### src/rtl/irq_controller.sv
// irq_controller: synchronises NUM_CH raw interrupt sources and latches each
// event into a pending bit. Masking and fixed priority (lowest index wins)
// select one request, which the CPU takes with an Ack/Done handshake.
//
// Handshake: IRQ_Req stays high, with IRQ_ID stable, until the CPU asserts
// IRQ_Ack on a rising CLK edge. That edge moves the controller into service,
// clears the acknowledged pending bit and drops IRQ_Req. IRQ_Done on a later
// edge ends service. If the requested bit disappears before the Ack (because
// software cleared it or masked it), the request is withdrawn. Ack outside
// REQ and Done outside SERVICE have no effect.
module irq_controller #(
    parameter int                NUM_CH      = 5,
    parameter int                SYNC_STAGES = 2,
    parameter logic [NUM_CH-1:0] EDGE_MASK   = '1,
    localparam int               ID_W        = (NUM_CH > 1) ? $clog2(NUM_CH) : 1
) (
    input  logic              CLK,
    input  logic              CLR,
    input  logic [NUM_CH-1:0] IRQ_In,
    input  logic [NUM_CH-1:0] Mask_Data,
    input  logic              Mask_Write,
    input  logic [NUM_CH-1:0] Pend_Clr_Data,
    input  logic              Pend_Clr_Write,
    input  logic              IRQ_Ack,
    input  logic              IRQ_Done,
    output logic              IRQ_Req,
    output logic [ID_W-1:0]   IRQ_ID,
    output logic              In_Service,
    output logic [NUM_CH-1:0] Pending,
    output logic [NUM_CH-1:0] Mask,
    output logic [1:0]        Dbg_State
);

    typedef enum logic [1:0] {
        IDLE    = 2'd0,
        REQ     = 2'd1,
        SERVICE = 2'd2
    } state_e;

    state_e            state_q, state_d;
    logic [ID_W-1:0]   id_q, id_d;
    logic [NUM_CH-1:0] sync_q [SYNC_STAGES];
    logic [NUM_CH-1:0] hist_q;
    logic [NUM_CH-1:0] pending_q, pending_d;
    logic [NUM_CH-1:0] mask_q, mask_d;
    logic [NUM_CH-1:0] sync_lvl;
    logic [NUM_CH-1:0] evt;
    logic [NUM_CH-1:0] eligible;
    logic [NUM_CH-1:0] cur_oh;
    logic [NUM_CH-1:0] ack_clr;
    logic [NUM_CH-1:0] clr_vec;
    logic [ID_W-1:0]   win_id;
    logic              any_eligible;
    logic              ack_take;

    // Synchroniser chain plus one history flop per channel for edge detect.
    always_ff @(posedge CLK or negedge CLR) begin
        if (!CLR) begin
            for (int i = 0; i < SYNC_STAGES; i++) begin
                sync_q[i] <= '0;
            end
            hist_q <= '0;
        end else begin
            sync_q[0] <= IRQ_In;
            for (int i = 1; i < SYNC_STAGES; i++) begin
                sync_q[i] <= sync_q[i-1];
            end
            hist_q <= sync_lvl;
        end
    end

    assign sync_lvl = sync_q[SYNC_STAGES-1];
    // Edge channels fire on a rising synchronised level; level channels fire
    // on every cycle the synchronised level is high.
    assign evt      = sync_lvl & (~EDGE_MASK | ~hist_q);
    assign eligible = pending_q & mask_q;
    assign cur_oh   = NUM_CH'(1) << id_q;
    assign ack_take = (state_q == REQ) && IRQ_Ack;
    assign ack_clr  = ack_take ? cur_oh : '0;

    // Pending update: clears first, then new events on top so no event is lost.
    always_comb begin
        clr_vec   = ack_clr;
        pending_d = pending_q;
        if (Pend_Clr_Write) begin
            clr_vec = clr_vec | Pend_Clr_Data;
        end
        pending_d = (pending_q & ~clr_vec) | evt;
    end

    // Mask register loads only on an explicit write.
    always_comb begin
        mask_d = mask_q;
        if (Mask_Write) begin
            mask_d = Mask_Data;
        end
    end

    // Fixed-priority pick: scan downwards so the lowest eligible index wins.
    always_comb begin
        win_id       = '0;
        any_eligible = |eligible;
        for (int i = NUM_CH - 1; i >= 0; i--) begin
            if (eligible[i]) begin
                win_id = ID_W'(i);
            end
        end
    end

    // Handshake FSM next state. Arbitration happens only in IDLE; the
    // latched ID is held through REQ and SERVICE.
    always_comb begin
        state_d = state_q;
        id_d    = id_q;
        case (state_q)
            IDLE: begin
                if (any_eligible) begin
                    id_d    = win_id;
                    state_d = REQ;
                end
            end
            REQ: begin
                if (IRQ_Ack) begin
                    state_d = SERVICE;
                end else if ((cur_oh & eligible) == '0) begin
                    state_d = IDLE;
                end
            end
            SERVICE: begin
                if (IRQ_Done) begin
                    state_d = IDLE;
                end
            end
            default: begin
                state_d = IDLE;
            end
        endcase
    end

    // State, ID, pending and mask registers.
    always_ff @(posedge CLK or negedge CLR) begin
        if (!CLR) begin
            state_q   <= IDLE;
            id_q      <= '0;
            pending_q <= '0;
            mask_q    <= '0;
        end else begin
            state_q   <= state_d;
            id_q      <= id_d;
            pending_q <= pending_d;
            mask_q    <= mask_d;
        end
    end

    assign IRQ_Req    = (state_q == REQ);
    assign In_Service = (state_q == SERVICE);
    assign IRQ_ID     = id_q;
    assign Pending    = pending_q;
    assign Mask       = mask_q;
    assign Dbg_State  = state_q;

endmodule

### config.mk
export PLATFORM = sky130hd
export DESIGN_NAME = irq_controller
export DESIGN_NICKNAME = d
export VERILOG_FILES = /design/src/rtl/irq_controller.sv
export SDC_FILE = /design/constraint.sdc
export NUM_CORES = 1
export LEC_CHECK = 0
export ABC_AREA = 1
export BUFFER_PORTS_ARGS = -buffer_cell sky130_fd_sc_hd__buf_4
export CORE_MARGIN = 4
export CORE_UTILIZATION = 44
export CTS_CLUSTER_DIAMETER = 60
export DETAILED_ROUTE_END_ITERATION = 8
export GPL_TIMING_DRIVEN = 0
export HOLD_SLACK_MARGIN = 0.15
export PLACE_DENSITY = 0.74
export SLEW_MARGIN = 40
export SYNTH_ARGS = -nofsm -noshare
export SYNTH_HDL_FRONTEND = slang
export SYNTH_SLANG_ARGS = --single-unit
### constraint.sdc
create_clock -name CLK -period 0.9 [get_ports CLK]
set_input_delay 0.135 -clock CLK [delete_from_list [all_inputs] [get_ports CLK]]
set_output_delay 0.135 -clock CLK [all_outputs]
set_load 0.005 [all_outputs]
==> impl_results.md, run 1 <==
* Hold path start: Mask_Write
* Critical Path Sink Type: flip-flop
* Port bufs at 37
* DR vias at about 1100
* Die Height at 59.6 um
* WS Path Type: reg2reg
* Main synth FF type: dfrtp_1
* Row Count at 18
* CTS Buffer Depth at 2
* CP delay by family, top: flip-flops
* Syn_area_per_cell at 10.4 sq um
* Mapped Cells at approximately 110
* # IOs at 38
* Slowest cell delay on critical path at roughly 0.46 ns
* Critical Path Start Type: flip-flop
* CP Data Required Time at between 1 and 1.5 ns
* Number of buffers and inverters on the critical path at 3
* Clock root buffer: clkbuf_4
* Number of buffers created by CTS at 5
* Initial DRC count at 28
* Initial Utilization at around 47%
* Drt first pass iters at 4
* Met1 Use GR at around 22%
* Worst slew margin at 75.8%
* #FFs+latches synth at 30
* RSZ-0062 raised after global routing: yes
* Worst Hold Depth at 2
* Worst-Skew Late Latency at around 0.33 ns
* Clk sinks at 30
* Placement Cell Area at around 0.0015 sq mm
* WHS Endpoint: Mask[3]
* Worst Skew at around 0.01 ns
* Final HPWL DP at around 1800 um
* H-tree depth at 2
* Failing checks: setup timing
* Post-synth EDFFs at 0
* Nets at between 200 and 250
* GRT busiest layer: met2
* Pin count of the biggest net entering global routing at 31
* DRT Wirelength at 3040 um
* CTS tree: built
* Distinct cells, synth at 21
* Least-Margin Pin Slew at roughly 0.36 ns
* Finished Cell Area at 0.00200 sq mm
* Clk slew on worst S/H paths at 0.10 ns
* Fin. max-slew vios at 0
* Peak VDD IR at roughly 2.1 mV
* R2r setup slk at -0.28 ns
* First-pass GRT wire length at between 4000 and 5000 um
* Final GP Congestion at between 0.8 and 0.9
* HP Class: in2reg
* N_diodes at 0
* CP arrival at around 1.4 ns
* Gr usage total at around a fifth
* Grt met2 use at between 30% and 40%
* FMAX at 848 MHz
* Worst r2r src: Dbg_State[0]
* Hold_buf cts at 19
* Minimum clock period at around 1.2 ns
* Worst-path maximum fanout at 5
* Antenna-violating nets left at 0
* Outcome: complete, but fails checks
* Synth Warn # at 0
* Most common cell after layout, fill and taps aside: buf_4
* Antenna violations before repair at 0
* Final Hold Violating Endpoints at 0
* Drc violations at 0
* Die W at 59.6 um
* Pleak at 0.989 nW
* Final setup violation count at 27
* Core Area at around 0.0025 sq mm
* CP cell instances: inv_2 > nor2_4 > buf_4 > buf_4 > nand2_1 > o21bai_1 > nand2_1
* Most frequent cells in the layout: buf_4 (29), dfrtp_1 (26), nand2_1 (23)
* Fraction of registers with async set/reset at 100%
* Period utilization at 131%
* Fraction of layout cells with a size suffix above 1 at a little under half
* DR WL/cell at approximately 14 um
* FF-to-FF path depth at 7
* Register area share after synthesis at a little under two thirds
* Max-cap violations at 0
* Power per standard cell area at 2520 mW/mm^2
* R2R Path End: Dbg_State[0]
* Area Growth Syn to Fin at 70.4%
* Die area at ~0.0036 sq mm
* Tot Pwr at ~5.0 mW
* Vias in the first global route at between 1000 and 1500
* Post-Syn Nets at ~130
* Core Util, Final at between 70% and 80%
* Synth Cell Area at around 0.0012 sq mm
* Via/cell ratio at 4.86
* Final setup margin at -0.279 ns
* Total global routing overflow at 0
* Routing usage on met3 at a little under 6%
* CP max stage cell: dfrtp_2
## worst register-to-register path: cells and delay by family, from the launching register on
| family | cells | cell delay [ns] |
|---|---|---|
| and+or+nand+nor | 3 | 0.15 |
| buffers and inverters | 3 | 0.37 |
| DFF | 1 | 0.46 |
| AOI/OAI and AO/OA | 1 | 0.10 |
## stage by stage
stage / std cells / hold slack, ns / setup WS (ns) / TNS, ns
after floorplan: 113 / -0.161 / -0.0964 / -0.556
after global placement: 180 / 0.0746 / -0.161 / -1.04
after detailed placement: 180 / 0.0783 / -0.219 / -1.48
after CTS: 215 / 0.0995 / -0.283 / -4.79
after global routing: 217 / 0.104 / -0.320 / -5.89
final: 217 / 0.114 / -0.279 / -4.74
## registers in the layout, summed over array words and instances, names as in the netlist
signal and flops:
hist_q 5, sync_q 5, Pending 5, Mask 5, Dbg_State 2, sync_lvl 5, IRQ_ID 3
## kinds of logic after synthesis
kind of cell | after synthesis | synth area share, %
compound gates | 12 | 6.18
buf+inv | 18 | 5.86
flops | 30 | 64.0
mux | 5 | 4.80
simple gates | 48 | 19.2
## routing by layer
metal	up-vias	routed length (um)
met5	-	0
met4	0	39
met3	7	188
met2	36	1610
met1	508	1200
li1	503	-
## cell usage after synthesis, types with 2 or more instances
master	count	share of area [%]
dfrtp_1	30	64
o21ai_1	4	1.7
mux2_2	5	4.8
nand3_2	3	2.6
nor2_1	9	2.9
nand3_1	5	2.1
nand2_1	25	8.0
o22ai_1	3	1.6
a21oi_1	2	0.85
inv_2	2	0.64
inv_1	15	4.8
## layout make-up
| class | count | area, sq um |
|---|---|---|
| clock buffers | 6 | 51.3 |
| clock inverters | 2 | 60.1 |
| fillers | 141 | 500 |
| inverters | 18 | 72.6 |
| multi-input cells | 65 | 412 |
| flip-flops and latches | 30 | 756 |
| well taps | 30 | 37.5 |
| repair buffers | 66 | 611 |
## report_power, final
group          switching, mW  internal [mW]
Combinational          0.846          0.982
Clock                  0.467          0.941
Sequential             0.254           1.56
## worst max-delay path by stage
stage                       startpoint  cells after the start  slack, ns           end
after floorplan           Dbg_State[0]                      7       -0.1    Pending[0]
after global placement      Pending[2]                      6      -0.16     IRQ_ID[0]
after detailed placement  Dbg_State[0]                      5      -0.22    Pending[3]
after CTS                 Dbg_State[1]                      6      -0.28     IRQ_ID[0]
after global routing      Dbg_State[1]                      3      -0.32    In_Service
final                     Dbg_State[0]                      7      -0.28  Dbg_State[0]
## what timing repair did
| action | in CTS | in global routing |
|---|---|---|
| setup buffers | 8 | 2 |
| endpoints found under the hold margin | 46 | 5 |
| pin swaps | 1 | 3 |
| gates resized for setup | 25 | 10 |
| setup endpoints to repair | 27 | 27 |
Power figures use the tool's default switching activity.
==> run 2, diff against run 1 <==
Settings changed: CORE_UTILIZATION 44 to 46, CTS_BUF_LIST from default to sky130_fd_sc_hd__clkbuf_8, PLACE_DENSITY 0.74 to 0.76.
==> run 2 against run 1 <==
The run still ends with setup timing left. Sequential share of layout area down 0.31 points. Clock power down 5%. Clock skew down 0.0069 ns. Clock-buffer cell count down 1. Flip-flop and latch count unchanged. Fmax up 1.8%. First-iteration DRC count up 46%.
==> impl_results.md, run 2 (synthesis gave the netlist of run 1 again) <==
* Outcome: complete, but fails checks
* Failing checks: setup timing
* Die area at 0.00342 sq mm (-3.8%)
* Clk sinks at 30 (unchanged)
* Drc violations at 0 (unchanged)
* Number of buffers created by CTS at 5 (unchanged)
* Total global routing overflow at 0 (unchanged)
* Die W at 58.5 um (-1.9%)
* Most frequent cells in the layout: buf_4 (28), dfrtp_1 (25), buf_6 (21)
* Fraction of layout cells with a size suffix above 1 at 50.3% (+4.8 points)
* Int Power at 3.33 mW (-4.2%)
* # IOs at 38 (unchanged)
* HP Class: in2reg
* Critical Path Sink Type: primary output
* Tot Pwr at 5.00 mW (-0.97%)
* DRT Wirelength at 3370 um (+11%)
* Gr usage total at 19.6% (+0.52 points)
* Die Height at 58.5 um (-1.9%)
* Pleak at 1.01 nW (+2.1%)
* DR vias at 1106 (+4.9%)
* Fin. max-slew vios at 0 (unchanged)
* Clk slew on worst S/H paths at 0.06 ns (-0.04 ns)
* Row Count at 18 (unchanged)
* CP arrival at 1.02 ns (-0.38 ns)
* Critical path origin: Dbg_State[0]
* Nets at 207 (unchanged)
* Minimum clock period at 1.16 ns (-0.0212 ns)
* Reg power frac at 37.7% (+1.8 points)
* FILL cells at 125 (-11%)
* Core Area at 0.00245 sq mm (-1.8%)
* Via/cell ratio at 5.10 (+4.9%)
* Peak VDD IR at 1.87 mV (-13%)
* Drt first pass iters at 4 (unchanged)
* WS Path Type: reg2out
* CTS Buffer Depth at 2 (unchanged)
* Worst-path maximum fanout at 5 (unchanged)
* Final HPWL DP at 1790 um (about the same)
* Critical Path Start Type: flip-flop
* WHS Endpoint: Dbg_State[1]
* Antenna violations before repair at 0 (unchanged)
* Power share of the clock group at 26.7% (-1.2 points)
* Vias in the first global route at 1066 (-5.1%)
* N_diodes at 0 (unchanged)
* First-pass GRT wire length at 4890 um (-0.55%)
* CP Data Required Time at 0.76 ns (-0.36 ns)
* Pre-CTS setup slack at -0.202 ns (+0.0171 ns)
* Hold path start: IRQ_Ack
* Initial DRC count at 41 (+46%)
* Port bufs at 37 (unchanged)
* Pin count of the biggest net entering global routing at 31 (unchanged)
* Area Growth Syn to Fin at 72.1%
* Footprint of the multi-input gates at 427 sq um (+3.6%)
* R2R Path End: Dbg_State[0]
* Comb pwr share at 35.6% (-0.6 points)
* Switching power at 1.66 mW (+6.3%)
* Antenna-violating nets left at 0 (unchanged)
* Max-cap violations at 0 (unchanged)
* Power per standard cell area at 2470 mW/mm^2 (-2.0%)
* Most common cell after layout, fill and taps aside: buf_4
* Setup_tns at -4.05 ns (+0.691 ns)
* RSZ-0062 raised after global routing: yes
* FF-to-FF path depth at 6 (-1)
* Final setup violation count at 29 (+7.4%)
* Worst slew margin at 75.0% (-0.81 points)
* Clock root buffer: clkbuf_8
* Worst r2r src: IRQ_ID[0]
* Worst Hold Depth at 3 (+1)
* Period utilization at 129% (-2.4 points)
* CTS tree: built
* Sw Share at 33.3% (+2.3 points)
* Initial Utilization at 47.8% (+0.86 points)
* R2r setup slk at -0.25 ns (+0.03 ns)
* FMAX at 864 MHz (+1.8%)
* Final setup margin at -0.257 ns (+0.0212 ns)
* Sequential Area at 757 sq um (+0.17%)
* Final Hold Violating Endpoints at 0 (unchanged)
* Final GP Congestion at 0.849 (+4.4%)
* H-tree depth at 2 (unchanged)
* Least-Margin Pin Slew at 0.375 ns (+0.0122 ns)
* Worst Skew at 0.00301 ns (-0.00686 ns)
* DR WL/cell at 15.5 um (+11%)
* Worst-Skew Late Latency at 0.28 ns (-0.05 ns)
-- run 2: worst max path at each step --
| stage | endpoint | slack [ns] |
|---|---|---|
| 4_1_cts | IRQ_Req | -0.25 |
| 3_5_place_dp | IRQ_ID[0] | -0.20 |
| 5_1_grt | Pending[4] | -0.30 |
| 3_3_place_gp | Pending[3] | -0.16 |
| 6_report | IRQ_Req | -0.26 |
| 2_1_floorplan | Pending[0] | -0.1 |
-- run 2: power groups by stage --
stage               logic (mW)  clock network [mW]  registers, mW
floorplan                0.632                   0           1.77
global placement          1.14                   0           1.78
detailed placement        1.18                   0           1.79
CTS                       1.45                1.36           1.85
global route              1.91                1.44           1.90
finish                    1.78                1.34           1.88
-- run 2: metal layers --
metal  track usage (%)  wire length [um]  up-vias  share of wire, %
met5                 0                 0        -                 0
met4              9.27                78        0               2.3
met3              7.46               197       11               5.8
met2              30.9              1750       48                52
li1                  -                 -      509                 -
met1              23.4              1340      538                40
-- run 2: critical path, stage by stage (launching register included) --
cell and delay (ns):
dfrtp_2 0.45, inv_2 0.06, nor2_4 0.12, buf_6 0.11
-- run 2: cell type report --
cell class,instances,share of cell area [%]
clock buffer,5,3.41
timing repair buffer,66,30.7
multi-input combinational,65,21.1
tap,30,1.86
clock inverter,3,2.04
sequential,30,37.5
inverter,18,3.41
-- run 2: through the flow --
stage                     util [%]  hold slack [ns]  std cells  area, sq um
final                         82.3            0.164        217         2020
after global placement        61.0           0.0766        180         1500
after floorplan                  -           -0.161        113         1180
after detailed placement      61.0           0.0821        180         1500
after global routing          82.3            0.167        217         2020
after CTS                     77.1            0.144        209         1890
-- run 2: repair_timing --
item | in CTS | in global routing
hold endpoints to repair | 46 | 0
gates resized for setup | 27 | 19
endpoints found under the setup margin | 26 | 29
setup buffers | 4 | 8
pin swaps | 3 | 11
hold buffers | 17 | 0
==> run 3, diff against run 2 <==
Settings changed: SKIP_CTS_REPAIR_TIMING from default to 1.
==> run 3 against run 2 <==
Worst setup slack improved by 0.0066 ns. Fmax increased by 0.58%. The run still ends with setup timing left. Clock power about the same. Largest power group unchanged. Register-to-register slack gained 0.03 ns. Non-clock buffer count fell by 8. Largest cell class unchanged.
==> impl_results.md, run 3 (synthesis gave the netlist of run 1 again) <==
* Critical Path Sink Type: primary output
* Final Hold Violating Endpoints at 0 (unchanged)
* Tot Pwr at 4.79 mW (-4.1%)
* Critical Path Start Type: flip-flop
* DR vias at 1023 (-7.5%)
* Pre-CTS setup slack at -0.202 ns (unchanged)
* Via/cell ratio at 4.89 (-4.0%)
* Fin. max-slew vios at 0 (unchanged)
* Final GP Congestion at 0.849 (unchanged)
* Max-cap violations at 0 (unchanged)
* Row Count at 18 (unchanged)
* Slowest cell delay on critical path at 0.46 ns (about the same)
* Die area at 0.00342 sq mm (unchanged)
* Pin count of the biggest net entering global routing at 31 (unchanged)
* Nets at 199 (-3.9%)
* Worst-path maximum fanout at 4 (-1)
* HP Class: in2reg
* # IOs at 38 (unchanged)
* Most common cell after layout, fill and taps aside: buf_4
* FMAX at 869 MHz (+0.58%)
* DR WL/cell at 13.5 um (-13%)
* Final HPWL DP at 1790 um (unchanged)
* Minimum clock period at 1.15 ns (-0.00665 ns)
* Number of buffers created by CTS at 5 (unchanged)
* Outcome: complete, but fails checks
* CTS tree: built
* Gr usage total at 15.8% (-3.8 points)
* Worst-Skew Late Latency at 0.28 ns (about the same)
* Final setup margin at -0.251 ns (+0.00665 ns)
* Initial DRC count at 25 (-39%)
* Antenna violations before repair at 0 (unchanged)
* First-pass GRT wire length at 3970 um (-19%)
* Final setup violation count at 30 (+3.4%)
* Pleak at 0.947 nW (-6.1%)
* Clock root buffer: clkbuf_8
* Drt first pass iters at 4 (unchanged)
* Die Height at 58.5 um (unchanged)
* Most frequent cells in the layout: buf_4 (28), dfrtp_1 (25), nand2_1 (18)
* Peak VDD IR at 1.84 mV (-1.8%)
* Clk slew on worst S/H paths at 0.07 ns (about the same)
* Failing checks: setup timing
* Power per standard cell area at 2500 mW/mm^2 (+0.86%)
* DRT Wirelength at 2820 um (-17%)
* N_diodes at 0 (unchanged)
* Drc violations at 0 (unchanged)
* CP Data Required Time at 0.76 ns (about the same)
* Antenna-violating nets left at 0 (unchanged)
* Clk sinks at 30 (unchanged)
* Core Util, Final at 78.2% (-4.0 points)
* Worst Skew at 0.00441 ns (+0.00140 ns)
* Vias in the first global route at 918 (-14%)
* Total global routing overflow at 0 (unchanged)
* CP cell instances: nor2_4 > buf_6
* CP arrival at 1.02 ns (about the same)
* Number of buffers and inverters on the critical path at 1 (-1)
* Worst slew margin at 75.9% (+0.85 points)
* WS Path Type: reg2out
* Core Area at 0.00245 sq mm (unchanged)
* Port bufs at 37 (unchanged)
* Die W at 58.5 um (unchanged)
* Least-Margin Pin Slew at 0.362 ns (-0.0127 ns)
* Setup_tns at -3.50 ns (+0.553 ns)
* H-tree depth at 2 (unchanged)
* Area Growth Syn to Fin at 63.6%
* RSZ-0062 raised after global routing: yes
* Initial Utilization at 47.8% (unchanged)
* Period utilization at 128% (-0.74 points)
* CP delay by family, top: flip-flops
* Fraction of layout cells with a size suffix above 1 at 49.2% (-1.1 points)
* CTS Buffer Depth at 2 (unchanged)
* Fin Hold WS at 0.130 ns (-0.0338 ns)
* CP max stage cell: dfrtp_2
-- run 3: per-stage QoR --
step | instance area (sq um) | instances
2_1_floorplan | 1180 | 113
3_3_place_gp | 1500 | 180
3_5_place_dp | 1500 | 180
4_1_cts | 1610 | 188
5_1_grt | 1920 | 209
6_report | 1920 | 209
-- run 3: power breakdown --
part           internal, mW  switching [mW]  leakage (nW)
Combinational         0.852           0.766         0.544
Clock                 0.813           0.506        0.0556
Sequential             1.56           0.293         0.347
Total                  3.23            1.56         0.947
-- run 3: final timing paths --
check                                 start           to  slack, ns  cells after the start
hold / removal             Pend_Clr_Data[3]   Pending[3]       0.13                      4
min in group asynchronous               CLR    IRQ_ID[1]       0.31                      2
setup / recovery               Dbg_State[1]      IRQ_Req      -0.25                      2
max in group asynchronous               CLR    IRQ_ID[0]       0.30                      2
setup reg to reg               Dbg_State[0]    IRQ_ID[0]      -0.22                      5
hold reg to reg                   sync_q[7]  sync_lvl[2]       0.35                      0
-- run 3: layout make-up --
class / instances / area (sq um)
well taps: 30 / 37.5
flip-flops and latches: 30 / 757
fillers: 137 / 534
clock buffers: 5 / 68.8
clock inverters: 3 / 41.3
repair buffers: 58 / 531
inverters: 18 / 68.8
multi-input cells: 65 / 417
-- run 3: per-layer routing --
metal	track usage, %	vias to the layer above	part of all wire, %
met3	6.58	7	4.8
li1	-	487	-
met5	0	-	0
met4	6.95	0	1.1
met1	18.6	499	41
met2	25.2	30	53
-- run 3: worst reg2reg max path, stage by stage, from the launching register on --
cell and delay (ns):
dfrtp_2 0.45, nor2_4 0.18, inv_2 0.08, o21ai_4 0.19
nand2_1 0.09, o21ai_2 0.06
